**config.mk**
```make
export PLATFORM = sky130hd
export DESIGN_NAME = seq_shift_add_mult_flat
export DESIGN_NICKNAME = d
export VERILOG_FILES = /design/src/rtl/seq_shift_add_mult_if.sv /design/src/rtl/seq_shift_add_mult.sv /design/src/flat_wrapper.sv
export SDC_FILE = /design/constraint.sdc
export NUM_CORES = 1
export LEC_CHECK = 0
export ABC_AREA = 1
export BUFFER_PORTS_ARGS = -buffer_cell sky130_fd_sc_hd__buf_2
export CORE_ASPECT_RATIO = 0.75
export CORE_MARGIN = 2
export CORE_UTILIZATION = 57
export CTS_BUF_LIST = sky130_fd_sc_hd__clkbuf_4
export DETAILED_ROUTE_END_ITERATION = 12
export HOLD_SLACK_MARGIN = 0.1
export PLACE_DENSITY = 0.92
export SYNTH_ARGS = -nofsm -noshare
export SYNTH_HDL_FRONTEND = slang
export SYNTH_SLANG_ARGS = --single-unit
```
**constraint.sdc**
```tcl
create_clock -name clk -period 1.8 [get_ports clk]
set_input_delay 0.27 -clock clk [delete_from_list [all_inputs] [get_ports clk]]
set_output_delay 0.27 -clock clk [all_outputs]
set_load 0.02 [all_outputs]
```
**src/rtl/seq_shift_add_mult_if.sv**
```systemverilog
// Handshake/bus interface for seq_shift_add_mult.
// The master side issues start with operands A/B; the slave side (the
// multiplier) returns busy, the done pulse and the product Z.
interface seq_shift_add_mult_if #(
    parameter int N = 4
);
    logic             start;
    logic [N-1:0]     A;
    logic [N-1:0]     B;
    logic             busy;
    logic             done;
    logic [2*N-1:0]   Z;

    modport master (
        output start, A, B,
        input  busy, done, Z
    );

    modport slave (
        input  start, A, B,
        output busy, done, Z
    );
endinterface

```
**src/rtl/seq_shift_add_mult.sv**
```systemverilog
// Sequential shift-and-add multiplier, N x N -> 2N bits.
// One (N+1)-bit adder is reused over N RUN cycles. A start seen in IDLE or
// in the DONE cycle is accepted, so operations can run back-to-back.
// Latency: start accepted at edge k -> done high in the cycle after edge k+N+1.
// Optional macro SEQ_MULT_SIGNED_EN: two's-complement operands and product
// (magnitudes run through the unsigned core, sign applied on the Z write).
module seq_shift_add_mult #(
    parameter int N = 4
) (
    input  logic               clk,
    input  logic               rst,
    seq_shift_add_mult_if.slave bus
);

    localparam int CW = (N > 1) ? $clog2(N) : 1;
    localparam int PW = 2 * N;
    localparam logic [CW-1:0] LAST_CNT = CW'(N - 1);

    typedef enum logic [1:0] {
        IDLE = 2'd0,
        RUN  = 2'd1,
        DONE = 2'd2
    } state_t;

    state_t          state_q, state_d;
    logic [N-1:0]    mcand_q, mcand_d;
    logic [N-1:0]    mult_q,  mult_d;
    logic [N:0]      acc_q,   acc_d;    // acc_hi: bit N holds the adder carry
    logic [CW-1:0]   cnt_q,   cnt_d;
    logic [PW-1:0]   z_q,     z_d;
    logic            done_q;
`ifdef SEQ_MULT_SIGNED_EN
    logic            sign_q,  sign_d;
`endif

    // One iteration of the datapath, shared by the RUN state.
    logic [N:0]      sum;
    logic [N:0]      step_acc;
    logic [N-1:0]    step_mult;
    logic [PW-1:0]   product;
    logic            accept;

    // Combinational datapath step: conditional add, then shift {acc_hi, mult} right.
    always_comb begin
        sum       = acc_q + (mult_q[0] ? {1'b0, mcand_q} : '0);
        step_acc  = {1'b0, sum[N:1]};
        step_mult = {sum[0], mult_q[N-1:1]};
        product   = {sum[N:1], step_mult};
        accept    = bus.start && ((state_q == IDLE) || (state_q == DONE));
    end

    // Next-state and datapath-load logic.
    always_comb begin
        // NOTE: every variable gets a default first, so no path through the
        // case below can leave one unassigned and infer a latch.
        state_d = state_q;
        mcand_d = mcand_q;
        mult_d  = mult_q;
        acc_d   = acc_q;
        cnt_d   = cnt_q;
        z_d     = z_q;
`ifdef SEQ_MULT_SIGNED_EN
        sign_d  = sign_q;
`endif

        unique case (state_q)
            IDLE: begin
                state_d = IDLE;
            end
            RUN: begin
                acc_d  = step_acc;
                mult_d = step_mult;
                cnt_d  = cnt_q + CW'(1);
                if (cnt_q == LAST_CNT) begin
                    state_d = DONE;
                    cnt_d   = '0;
`ifdef SEQ_MULT_SIGNED_EN
                    z_d     = sign_q ? PW'(-product) : product;
`else
                    z_d     = product;
`endif
                end
            end
            DONE: begin
                state_d = IDLE;
            end
            default: begin
                state_d = IDLE;
            end
        endcase

        // Acceptance overrides the IDLE/DONE defaults; RUN ignores start.
        if (accept) begin
            state_d = RUN;
            acc_d   = '0;
            cnt_d   = '0;
`ifdef SEQ_MULT_SIGNED_EN
            mcand_d = bus.A[N-1] ? N'(-bus.A) : bus.A;
            mult_d  = bus.B[N-1] ? N'(-bus.B) : bus.B;
            sign_d  = bus.A[N-1] ^ bus.B[N-1];
`else
            mcand_d = bus.A;
            mult_d  = bus.B;
`endif
        end
    end

    // FSM state register.
    always_ff @(posedge clk or posedge rst) begin
        // NOTE: sequential state uses non-blocking assignments so every
        // register samples its pre-edge value, independent of block order.
        if (rst) begin
            state_q <= IDLE;
        end else begin
            state_q <= state_d;
        end
    end

    // Datapath registers: operands, accumulator, counter and result.
    always_ff @(posedge clk or posedge rst) begin
        if (rst) begin
            mcand_q <= '0;
            mult_q  <= '0;
            acc_q   <= '0;
            cnt_q   <= '0;
            z_q     <= '0;
`ifdef SEQ_MULT_SIGNED_EN
            sign_q  <= 1'b0;
`endif
        end else begin
            mcand_q <= mcand_d;
            mult_q  <= mult_d;
            acc_q   <= acc_d;
            cnt_q   <= cnt_d;
            z_q     <= z_d;
`ifdef SEQ_MULT_SIGNED_EN
            sign_q  <= sign_d;
`endif
        end
    end

    // done is registered off the DONE state: a clean one-cycle pulse that
    // arrives after Z has already been written.
    always_ff @(posedge clk or posedge rst) begin
        if (rst) begin
            done_q <= 1'b0;
        end else begin
            done_q <= (state_q == DONE);
        end
    end

    assign bus.busy = (state_q == RUN) || (state_q == DONE);
    assign bus.done = done_q;
    assign bus.Z    = z_q;

endmodule
```
**src/flat_wrapper.sv**
```systemverilog
// flat-port wrapper written by rule: the top's interface ports become plain ports
module seq_shift_add_mult_flat 
#(
    parameter int N = 4
)
  (clk, rst, bus_start, bus_A, bus_B, bus_busy, bus_done, bus_Z);
  seq_shift_add_mult_if #(.N(N)) bus_i ();
  input  logic clk;
  input  logic rst;
  input wire logic [$bits(bus_i.start)-1:0] bus_start;
  input wire logic [$bits(bus_i.A)-1:0] bus_A;
  input wire logic [$bits(bus_i.B)-1:0] bus_B;
  output wire logic [$bits(bus_i.busy)-1:0] bus_busy;
  output wire logic [$bits(bus_i.done)-1:0] bus_done;
  output wire logic [$bits(bus_i.Z)-1:0] bus_Z;
  assign bus_i.start = bus_start;
  assign bus_i.A = bus_A;
  assign bus_i.B = bus_B;
  assign bus_busy = bus_i.busy;
  assign bus_done = bus_i.done;
  assign bus_Z = bus_i.Z;
  seq_shift_add_mult #(.N(N)) u_core (.clk(clk), .rst(rst), .bus(bus_i));
endmodule
```
======== Word-level counts from Yosys, hierarchy flattened ========
Index checks and enable logic that the tools add are counted.
word-level totals
  bits in registers ....................... 26
  input port bits ......................... 11
  output and inout port bits .............. 10
cells by class
  $add $sub $neg .......................... 2
  equality and inequality tests ........... 4
  muxes and demuxes ....................... 11
  reduce and logical (&&, ||, !) cells .... 6
operators with widths
  kind                                                              number
  2-bit 2-to-1 mux                                                  6
  4-bit 2-to-1 mux                                                  3
  5-bit 2-to-1 mux                                                  2
  5-bit adder                                                       1
  2-bit == test (second input constant)                             2
  3-bit by 1-bit != test with 1-bit output (second input constant)  1
  2-bit by 1-bit adder with 2-bit output (second input constant)    1
  2-bit by 1-bit == test with 1-bit output (second input constant)  1
  2-bit zero test                                                   1
  1-bit logical OR                                                  2
  2-bit AND reduction                                               1
  2-bit nonzero test                                                1
  1-bit logical AND                                                 1

======== Longest topological paths before layout ========
  depth after elaboration ................. 4
  gate-level depth with buffers ........... 8

======== Worst setup path after synthesis ========
Ideal clock, no wire load.
  path type ............................... reg-to-reg
  from .................................... reg u_core.mult_q[0]
  to ...................................... reg u_core.acc_q[3]
  setup time .............................. 0.065 ns
  data arrival time ....................... 1.385 ns
  required time ........................... 1.735 ns
  setup slack ............................. 0.350 ns
  stages on the path, launching flop included .. 9
  clock period less this slack ............ 1.450 ns
  cell sequence ........................... dfrtp_1 nand2_1 inv_1 ha_1 inv_1 fa_1 o21ai_0 nand2_1 nand2_1
between the ends
  cells in the longest elaborated chain, start to end .. 4
RTL lines
  element                 RTL line                   text
  start, declared         seq_shift_add_mult.sv:27   logic [N-1:0] mult_q, mult_d;
  start signal, assigned  seq_shift_add_mult.sv:132  mult_q <= mult_d;
  4-bit 2-to-1 mux        seq_shift_add_mult.sv:45   sum = acc_q + (mult_q[0] ? {1'b0, mcand_q} : '0);
  5-bit adder             seq_shift_add_mult.sv:45
  5-bit 2-to-1 mux        seq_shift_add_mult.sv:66   unique case (state_q)
  5-bit 2-to-1 mux        seq_shift_add_mult.sv:93   if (accept) begin
  end signal, assigned    seq_shift_add_mult.sv:124  acc_q <= '0;
  end signal, assigned    seq_shift_add_mult.sv:133  acc_q <= acc_d;
  end, declared           seq_shift_add_mult.sv:28   logic [N:0] acc_q, acc_d;
Every way passes these cells. The select of a mux whose other input is x is not followed.
A chain may end at the register's enable or synchronous reset.

======== Worst setup path in the final report ========
  from .................................... reg u_core.mult_q[0]
  to ...................................... reg u_core.acc_q[1]
Same word-level chain as after synthesis.

==> impl_metrics.toml <==
[cells_and_area]
drive_gt1_share_pct = 17.7
final_net_count = 197
area.growth.synth_to_final_pct = 14.5
antennaDiodeCount = 0

[die]
initial_core_util_pct = 60.6
die-area_mm2 = 0.00255
die_w_um = 57.7
die_y_um = 44.3
boundaryPins = 21
core_mm2 = 0.00203
rows = 14

[pwr]
power_mw = 2.16
p_leak_nw = 0.831
power_density_mw_per_mm2 = 1530
ir_drop_mv = 1.11

[timing]
finalCritPeriodShare_pct = 90.1
fmax_mhz = 616
clock_skew_ns = 0.00587
tightestPinTransition_ns = 0.379
slew_viol_final = 0
holdWs_ns = 0.128
report.final.hold_viol_count = 0
rsz0062_at_grt = "no"
finalCriticalPeriod_ns = 1.62
slew_headroom_pct = 74.7
setup_tns_ns = 0
finalSetupViolations = 0

[logic_synthesis]
syn_nets = 169
syn_inst = 148
synth_area_mm2 = 0.00123
ys_seq_area_share_pct = 50.8
ys_seq_elements = 25
avgSynthCellArea_um2 = 8.32
synth_cell_types = 15
yosys_warnings = 0

[clock_tree]
cts.sinks = 25
cts.path.max_buffers = 2
clk_latency_ns = 0.33
cts_made_buffers = 3
tritoncts = "done"
cts_max_level = 1
clk_pin_slew_ns = 0.13
cts_setup_buffers = 0
cts_root_buf = "clkbuf_4"

[critical_path]
arrival_ns = 1.88
worstSetupPathType = "reg -> reg"
cp_slowest_stage_delay_ns = 0.42
r2r_start = "u_core.mult_q[0]"
crit_end = "u_core.acc_q[1]"
crit_slowest_cell = "dfrtp_1"
rr_worst_depth = 8
rrSetupSlack_ns = 0.18
cp-startpoint = "u_core.mult_q[0]"
crit_path_end_kind = "flop"
worstPathRequired_ns = 2.06
crit_path_start_kind = "flop"
r2r-end = "u_core.acc_q[1]"
crit_chain = "nand2_1 -> inv_1 -> ha_1 -> inv_1 -> fa_1 -> xnor2_1 -> nand2_1 -> o21ai_0"
crit_path_max_fanout = 5

[route]
drt_first_iter_violations = 28
via_count = 1027
wirelength_mm = 2.35
vias_per_cell = 5.16
antenna_left = 0
wire_per_inst_um = 11.8
first_pass_iters = 4
drc_errors = 0

[global_routing]
antenna_found_initial = 0
top_usage_layer = "met2"
first_global_vias = 1035
grt_overflow = 0
grtUsageMet2_pct = 39.1
grt_max_degree = 26
grt_pass1_wl_mm = 4.26
gr-usage-all-layers_pct = 22.4
use_met3_pct = 6.14
gr-usage-met1_pct = 27.3

[min_path]
min_path_type = "in -> reg"

[placement]
dp.final_hpwl_mm = 1.82
io_buffer_count = 20
place_congestion = 0.826

[run_status]
outcome = "finished clean"

[flow_run]
drv_cap = 0
## registers in the layout, summed over array words and instances (netlist names)
signal           flops
u_core.mcand_q       4
u_core.state_q       2
u_core.mult_q        4
u_core.bus.done      1
u_core.bus.Z         8
u_core.acc_q         4
u_core.cnt_q         2
## cells by family (layout without fill, tap and decap cells)
logic type | count (synthesis) | count (layout) | synth area share, %
adder cells (fa/ha/maj) | 10 | 10 | 10.8
AND/OR/NAND/NOR | 85 | 85 | 27.6
buffers and inverters | 17 | 44 | 5.79
flip-flops | 25 | 25 | 50.8
XOR/XNOR | 1 | 1 | 0.712
AO/OA/AOI/OAI | 10 | 10 | 4.27
## cell type report
| cell class | count | area [um2] |
|---|---|---|
| Timing Repair Buffer | 24 | 133 |
| Tap cell | 24 | 30.0 |
| Inverter | 16 | 60.1 |
| Fill cell | 161 | 622 |
| Sequential cell | 25 | 626 |
| Clock inverter | 1 | 5.00 |
| Multi-Input combinational cell | 106 | 534 |
| Clock buffer | 3 | 22.5 |
## timing repair
item                                    4_1_cts  5_1_grt
endpoints found under the hold margin        25        0
gates resized for setup                       0        1
endpoints found under the setup margin        0        1
hold buffers                                  1        0
## cells in the final DEF (no fill, tap or decap)
| cell | n |
|---|---|
| nor2_1 | 3 |
| ha_1 | 9 |
| nand2_2 | 1 |
| nand3_1 | 9 |
| nor2_2 | 3 |
| o21a_1 | 1 |
| xnor2_1 | 1 |
| buf_2 | 20 |
| o21ai_1 | 2 |
| a21oi_1 | 2 |
| inv_1 | 16 |
| dfrtp_1 | 25 |
| fa_1 | 1 |
| buf_4 | 3 |
| clkbuf_4 | 3 |
| nand2_1 | 69 |
| clkinv_2 | 1 |
| o21ai_0 | 5 |
| dlygate4sd3_1 | 1 |
## through the flow
step,area [um2],cells,setup WS [ns],util [%]
global placement,1370,194,0.291,67.5
finish,1410,199,0.177,69.4
global route,1410,199,0.0562,69.4
floorplan,1230,148,0.350,-
CTS,1410,199,0.164,69.4
detailed placement,1370,194,0.200,67.5
## critical path, delay by kind of cell (launching register included)
kind            cells  cell delay, ns
fa+ha+maj           2            0.59
simple gates        2            0.14
flops               1            0.42
compound gates      1            0.08
buf+inv             2            0.12
xor+xnor            1            0.20
## how the worst min path moves through the flow
stage              from                 to  slack [ns]  depth (start not counted)
2_1_floorplan       rst    u_core.acc_q[0]        0.30                          1
3_3_place_gp        rst   u_core.mult_q[2]        0.33                          3
3_5_place_dp        rst    u_core.bus.Z[2]        0.33                          3
4_1_cts        bus_A[1]  u_core.mcand_q[1]        0.11                          3
5_1_grt        bus_A[0]  u_core.mcand_q[0]        0.11                          3
6_report       bus_A[1]  u_core.mcand_q[1]        0.13                          3
## Yosys cell counts, drive strengths merged
cell,n,share of area (%)
fa,1,1.6
buf,1,0.91
ha,9,9.1
a21oi,2,0.81
nor2,6,2.4
inv,16,4.9
o21ai,7,2.8
dfrtp,25,51
xnor2,1,0.71
nand2,70,22
nand3,9,3.7
o21a,1,0.61
## routing by layer
| layer | routed length, um | up-vias |
|---|---|---|
| met5 | 0 | - |
| met1 | 1030 | 484 |
| li1 | - | 512 |
| met3 | 116 | 4 |
| met2 | 1190 | 27 |
| met4 | 12 | 0 |
## report_power, final
group | internal [mW] | switching, mW
sequential | 0.780 | 0.136
clock | 0.0835 | 0.168
combinational | 0.357 | 0.636
total | 1.22 | 0.940
(Power assumes the default switching activity.)
